[src/rtl/capstone_pkg.sv]
`default_nettype none
// ============================================================================
//  Module      : capstone_pkg
//  Description : Shared constants and state encoding for the ADC capture
//                path (converter resolution, leading-zero count, FSM states).
//  Revision    : 1.0 - initial release
// ============================================================================
package capstone_pkg;

    // Converter resolution and number of leading-zero bits before the MSB
    localparam int ADC_DATA_BITS = 12;
    localparam int ADC_LEAD_BITS = 4;

    // Capture engine states
    typedef enum logic [1:0] {
        ST_IDLE  = 2'd0,
        ST_SHIFT = 2'd1,
        ST_QUIET = 2'd2
    } adc_state_t;

endpackage : capstone_pkg
`default_nettype wire

[src/rtl/adc_sample_reader.sv]
`default_nettype none
// ============================================================================
//  Module      : adc_sample_reader
//  Description : Serial ADC capture engine. Frames conversions with adc_cs,
//                shifts in adc_sdo MSB first, checks the leading-zero bits,
//                converts offset binary to two's complement and presents the
//                sample on a valid/ready handshake with overrun tracking.
//  Revision    : 1.0 - initial release
// ============================================================================
module adc_sample_reader
    import capstone_pkg::*;
#(
    parameter int DATA_BITS    = ADC_DATA_BITS,
    parameter int LEAD_BITS    = ADC_LEAD_BITS,
    parameter int QUIET_CYCLES = 2
) (
    input  logic                 clk48,
    input  logic                 reset_n,
    input  logic                 enable,
    input  logic                 adc_sdo,
    output logic                 adc_cs,
    output logic [DATA_BITS-1:0] sample_data,
    output logic                 sample_valid,
    input  logic                 sample_ready,
    output logic                 frame_error,
    output logic                 overrun,
    output logic [7:0]           overrun_count
);

    // ------------------------------------------------------------------------
    // Constants
    // ------------------------------------------------------------------------
    localparam int c_FRAME  = LEAD_BITS + DATA_BITS;
    localparam int c_CNT_W  = $clog2(c_FRAME);
    localparam int c_QCNT_W = (QUIET_CYCLES > 1) ? $clog2(QUIET_CYCLES) : 1;

    localparam logic [c_CNT_W-1:0]  c_LAST_BIT   = c_CNT_W'(c_FRAME - 1);
    localparam logic [c_QCNT_W-1:0] c_LAST_QUIET = c_QCNT_W'(QUIET_CYCLES - 1);

    // ------------------------------------------------------------------------
    // Signals
    // ------------------------------------------------------------------------
    adc_state_t            r_state;
    adc_state_t            w_state_nxt;
    logic [c_CNT_W-1:0]    r_bit_cnt;
    logic [c_CNT_W-1:0]    w_bit_cnt_nxt;
    logic [c_QCNT_W-1:0]   r_quiet_cnt;
    logic [c_QCNT_W-1:0]   w_quiet_cnt_nxt;
    // Holds the first FRAME-1 bits; the last bit is taken straight from the pin
    logic [c_FRAME-2:0]    r_shift;
    logic [c_FRAME-2:0]    w_shift_nxt;
    logic                  r_cs;
    logic                  w_cs_nxt;
    logic                  w_load;

    logic [c_FRAME-1:0]    w_frame;
    logic [LEAD_BITS-1:0]  w_lead;
    logic [DATA_BITS-1:0]  w_data;

    logic [DATA_BITS-1:0]  r_sample_data;
    logic                  r_sample_valid;
    logic                  r_frame_error;
    logic                  r_overrun;
    logic [7:0]            r_overrun_count;

    // Complete frame as seen on the final capture edge
    assign w_frame = {r_shift, adc_sdo};
    assign w_lead  = w_frame[c_FRAME-1 -: LEAD_BITS];
    assign w_data  = w_frame[DATA_BITS-1:0];

    // FSM state, counters, shift register and chip-select register
    always_ff @(posedge clk48) begin
        if (!reset_n) begin
            r_state     <= ST_IDLE;
            r_bit_cnt   <= '0;
            r_quiet_cnt <= '0;
            r_shift     <= '0;
            r_cs        <= 1'b1;
        end else begin
            r_state     <= w_state_nxt;
            r_bit_cnt   <= w_bit_cnt_nxt;
            r_quiet_cnt <= w_quiet_cnt_nxt;
            r_shift     <= w_shift_nxt;
            r_cs        <= w_cs_nxt;
        end
    end

    // Next-state logic: framing, bit counting and end-of-frame load strobe
    always_comb begin
        w_state_nxt     = r_state;
        w_bit_cnt_nxt   = r_bit_cnt;
        w_quiet_cnt_nxt = r_quiet_cnt;
        w_shift_nxt     = r_shift;
        w_cs_nxt        = 1'b1;
        w_load          = 1'b0;

        case (r_state)
            ST_IDLE: begin
                if (enable) begin
                    w_state_nxt   = ST_SHIFT;
                    w_bit_cnt_nxt = '0;
                    w_cs_nxt      = 1'b0;
                end
            end

            ST_SHIFT: begin
                // A frame always runs to completion once started
                w_cs_nxt      = 1'b0;
                w_shift_nxt   = {r_shift[c_FRAME-3:0], adc_sdo};
                w_bit_cnt_nxt = r_bit_cnt + c_CNT_W'(1);
                if (r_bit_cnt == c_LAST_BIT) begin
                    w_state_nxt     = ST_QUIET;
                    w_bit_cnt_nxt   = '0;
                    w_quiet_cnt_nxt = '0;
                    w_cs_nxt        = 1'b1;
                    w_load          = 1'b1;
                end
            end

            ST_QUIET: begin
                // adc_cs stays high for exactly QUIET_CYCLES cycles
                if (r_quiet_cnt == c_LAST_QUIET) begin
                    w_quiet_cnt_nxt = '0;
                    if (enable) begin
                        w_state_nxt   = ST_SHIFT;
                        w_bit_cnt_nxt = '0;
                        w_cs_nxt      = 1'b0;
                    end else begin
                        w_state_nxt   = ST_IDLE;
                    end
                end else begin
                    w_quiet_cnt_nxt = r_quiet_cnt + c_QCNT_W'(1);
                end
            end

            default: begin
                w_state_nxt = ST_IDLE;
            end
        endcase
    end

    // Output register and valid/ready handshake with overrun detection
    always_ff @(posedge clk48) begin
        if (!reset_n) begin
            r_sample_data   <= '0;
            r_sample_valid  <= 1'b0;
            r_frame_error   <= 1'b0;
            r_overrun       <= 1'b0;
            r_overrun_count <= '0;
        end else begin
            r_frame_error <= w_load & (|w_lead);
            r_overrun     <= w_load & r_sample_valid & ~sample_ready;
            if (w_load) begin
                // Offset binary to two's complement: invert the MSB
                r_sample_data  <= {~w_data[DATA_BITS-1], w_data[DATA_BITS-2:0]};
                r_sample_valid <= 1'b1;
                if (r_sample_valid && !sample_ready && (r_overrun_count != 8'hFF)) begin
                    r_overrun_count <= r_overrun_count + 8'd1;
                end
            end else if (sample_ready) begin
                r_sample_valid <= 1'b0;
            end
        end
    end

    assign adc_cs        = r_cs;
    assign sample_data   = r_sample_data;
    assign sample_valid  = r_sample_valid;
    assign frame_error   = r_frame_error;
    assign overrun       = r_overrun;
    assign overrun_count = r_overrun_count;

endmodule : adc_sample_reader
`default_nettype wire
[config.mk]
export PLATFORM = sky130hd
export DESIGN_NAME = adc_sample_reader
export DESIGN_NICKNAME = d
export VERILOG_FILES = /design/src/rtl/capstone_pkg.sv /design/src/rtl/adc_sample_reader.sv
export SDC_FILE = /design/constraint.sdc
export NUM_CORES = 1
export LEC_CHECK = 0
export BUFFER_PORTS_ARGS = -buffer_cell sky130_fd_sc_hd__buf_4
export CELL_PAD_IN_SITES_DETAIL_PLACEMENT = 0
export CELL_PAD_IN_SITES_GLOBAL_PLACEMENT = 1
export CORE_MARGIN = 8
export CORE_UTILIZATION = 40
export DETAILED_ROUTE_END_ITERATION = 10
export PLACE_DENSITY = 0.8
export SLEW_MARGIN = 15
export SYNTH_ARGS = -nofsm -noshare
export SYNTH_HDL_FRONTEND = slang
export SYNTH_SLANG_ARGS = --single-unit
[constraint.sdc]
create_clock -name clk48 -period 2.2 [get_ports clk48]
set_input_delay 0.11 -clock clk48 [delete_from_list [all_inputs] [get_ports clk48]]
set_output_delay 0.11 -clock clk48 [all_outputs]
set_load 0.1 [all_outputs]
==> flow_summary_export.csv <==
group,metric,value,unit
status,status,"complete, no violations",
finish,multiInputGateArea,759,um^2
logic_synthesis,synth-seq-cells,46,
critical_path,cp_top_family,"simple AND/OR/NAND/NOR gates",
critical_path,cp-start-kind,"flop",
placed_design,dp.cells,285,
global_route,grt_first_pass_wirelength,6030,um
finish,antenna_cells,0,
finish,final_nets,247,
logic_synthesis,synth_cell_types,34,
routing,vias,1442,
global_route,top_usage_layer,"met2",
critical_path,worst_path_largest_cell_delay,0.54,ns
global_route,antenna_found_initial,0,
global_route,grt_use_met3,4.87,%
floorplanning,die_h,82.1,um
finish,final_cell_count_no_fill,293,
timing,clock.fmax,536,MHz
critical_path,end_kind,"flop",
routing,vias_per_cell,4.92,
clock_tree,cts_setup_buffers,0,
timing,finalHoldViolCount,0,
finish,nFillCells,438,
critical_path,r2r_slack,0.33,ns
clock_tree,ctsLongestPathBuffers,2,
timing,period_share,84.8,%
clock_tree,cts_hold_buffers,0,
floorplanning,core-area,0.00429,mm^2
critical_path,cp_slowest_cell,"or4_1",
power_and_ir_drop,ir_worst_vdd,0.000389,V
global_route,grtUsageTotal,11.6,%
global_route,grt_overflow,0,
routing,ant_nets,0,
clock_tree,clk_latency,0.30,ns
timing,setup_tns,0,ns
timing,hold_slack,0.0480,ns
routing,wl_per_cell,12.9,um
logic_synthesis,yosys_warnings,0,
floorplanning,io_pins,29,
critical_path,worst-path-max-fanout,14,
critical_path,path_buf_inv,0,
global_route,grt_util_met1,15.0,%
global_route,grt_max_degree,42,
floorplanning,num_rows,24,
clock_tree,cts_root_buf,"clkbuf_8",
timing,setup_violations,0,
floorplanning,die_w,82.1,um
clock_tree,cts-htree-levels,2,
timing,skew,0.00916,ns
finish,mostFrequentLayoutCells,"56 x nand2_1, 46 x dfxtp_1, 36 x a21oi_1",
placed_design,post-dp-hpwl,2480,um
finish,area_delta_synth_final,19.7,%
logic_synthesis,synthCells,211,
critical_path,crit_required,2.44,ns
timing,rsz0062_at_grt,"no",
floorplanning,die_area,0.00675,mm^2
power_and_ir_drop,p_leak,0.781,nW
timing,slew_violations,0,
logic_synthesis,synth_nets,218,
timing,relSlewSlack,64.4,%
clock_tree,cts_tree,"yes",
clock_tree,cts.sinks,46,
finish,sequential_cell_area,921,um^2
clock_tree,numCtsBuffers,5,
critical_path,critPathArrivalTime,2.10,ns
clock_tree,cts_resized,0,
finish,final_area,0.00209,mm^2
logic_synthesis,avgSynthCellArea,8.29,um^2
global_route,grt_pass1_vias,1258,
finish,final_common_cell,"nand2_1",
timing,period_needed,1.87,ns
routing,drt_iter0_drc,148,
floorplanning,start_util,40.7,%
hold_path,hp-class,"in2reg",
power_and_ir_drop,p_per_area,676,mW/mm^2
global_route,met2_usage,16.9,%
routing,drt-pass1-iter-count,4,
critical_path,worstSetupPathType,"reg2reg",
placed_design,port_buffers,28,
clock_tree,path_clk_slew,0.09,ns
finish,drive_gt1_share,17.8,%
critical_path,crit_chain,"ha_1, and3_4, o211ai_2, or4_1, a21oi_1",
power_and_ir_drop,power,1.42,mW
routing,totalWireLength,3790,um
timing,worst_pin_slew,0.532,ns
routing,route.detailed.drc,0,
placed_design,placed_cell_area,0.00201,mm^2
placed_design,place.gp.congestion,0.713,
run,max_cap_viol_count,0,
logic_synthesis,yosysSeqAreaShare,52.6,%
logic_synthesis,synth_area,0.00175,mm^2
==> report_power, final <==
group	internal, mW	switching [mW]
clock network	0.224	0.285
registers	0.838	0.00539
logic	0.0176	0.0456
total	1.08	0.336
==> cell families after synthesis <==
| family | count (synthesis) | synth area share [%] |
|---|---|---|
| AND/OR/NAND/NOR | 95 | 24.8 |
| multiplexers | 1 | 0.572 |
| buffers and inverters | 15 | 3.93 |
| adder cells (fa/ha/maj) | 2 | 1.43 |
| XOR/XNOR | 1 | 0.501 |
| AO/OA/AOI/OAI | 51 | 16.1 |
| flip-flops | 46 | 52.6 |
==> worst register-to-register path: stages, from the launching register on <==
cell and delay [ns]:
dfxtp_1 0.40, ha_1 0.26, and3_4 0.23, o211ai_2 0.24, or4_1 0.54, a21oi_1 0.14
==> registers in the layout, indices dropped and copies added, names as in the netlist <==
signal         flops
r_state            2
overrun_count      8
frame_error        1
r_quiet_cnt        1
overrun            1
sample_valid       1
sample_data       12
adc_cs             1
r_bit_cnt          4
r_shift           15
==> cell usage after synthesis (all sizes together) <==
cell type	n	area share (%)
a21o	1	0.43
a21oi	36	10
a22oi	1	0.43
and2	1	0.36
and3	3	1.4
and4bb	1	0.72
buf	6	2.0
clkbuf	5	1.1
clkinv	1	0.21
dfxtp	46	53
ha	2	1.4
inv	3	0.64
mux2i	1	0.57
nand2	56	12
nand2b	3	1.1
nand3	6	1.7
nand4	1	0.36
nand4b	1	0.50
nor2	11	2.4
nor2b	2	0.72
nor3	3	0.86
nor4	1	0.36
o211ai	1	0.72
o21a	1	0.43
o21ai	7	2.0
o2bb2ai	1	0.50
o31ai	3	1.3
or3	3	1.1
or4	3	1.3
xor2	1	0.50
==> path summary, 6_finish.rpt <==
kind | from | end | cells after the start
setup / recovery | r_bit_cnt[0] | overrun_count[7] | 5
hold / removal | reset_n | r_quiet_cnt | 2
setup reg to reg | r_bit_cnt[0] | overrun_count[7] | 5
hold reg to reg | sample_data[4] | sample_data[4] | 2
==> metrics by stage <==
stage / util, % / setup slack (ns)
final: 48.8 / 0.335
after global routing: 48.8 / 0.214
after CTS: 48.8 / 0.342
after detailed placement: 46.8 / 0.367
after global placement: 46.8 / 0.405
after floorplan: - / 0.0373
==> area by class of cell <==
class	instances	area share (%)
Tap cell	52	3.11
Sequential cell	46	44.0
Inverter	4	0.717
Clock inverter	2	0.657
Timing Repair Buffer	33	11.8
Clock buffer	6	3.46
Multi-Input combinational cell	150	36.3
==> routing by layer <==
layer / vias to the layer above / part of all wire [%]
met4: 0 / 0.66
met2: 25 / 43
met1: 645 / 50
met5: - / 0
met3: 2 / 6.5
li1: 770 / -
(Power assumes the default switching activity.)
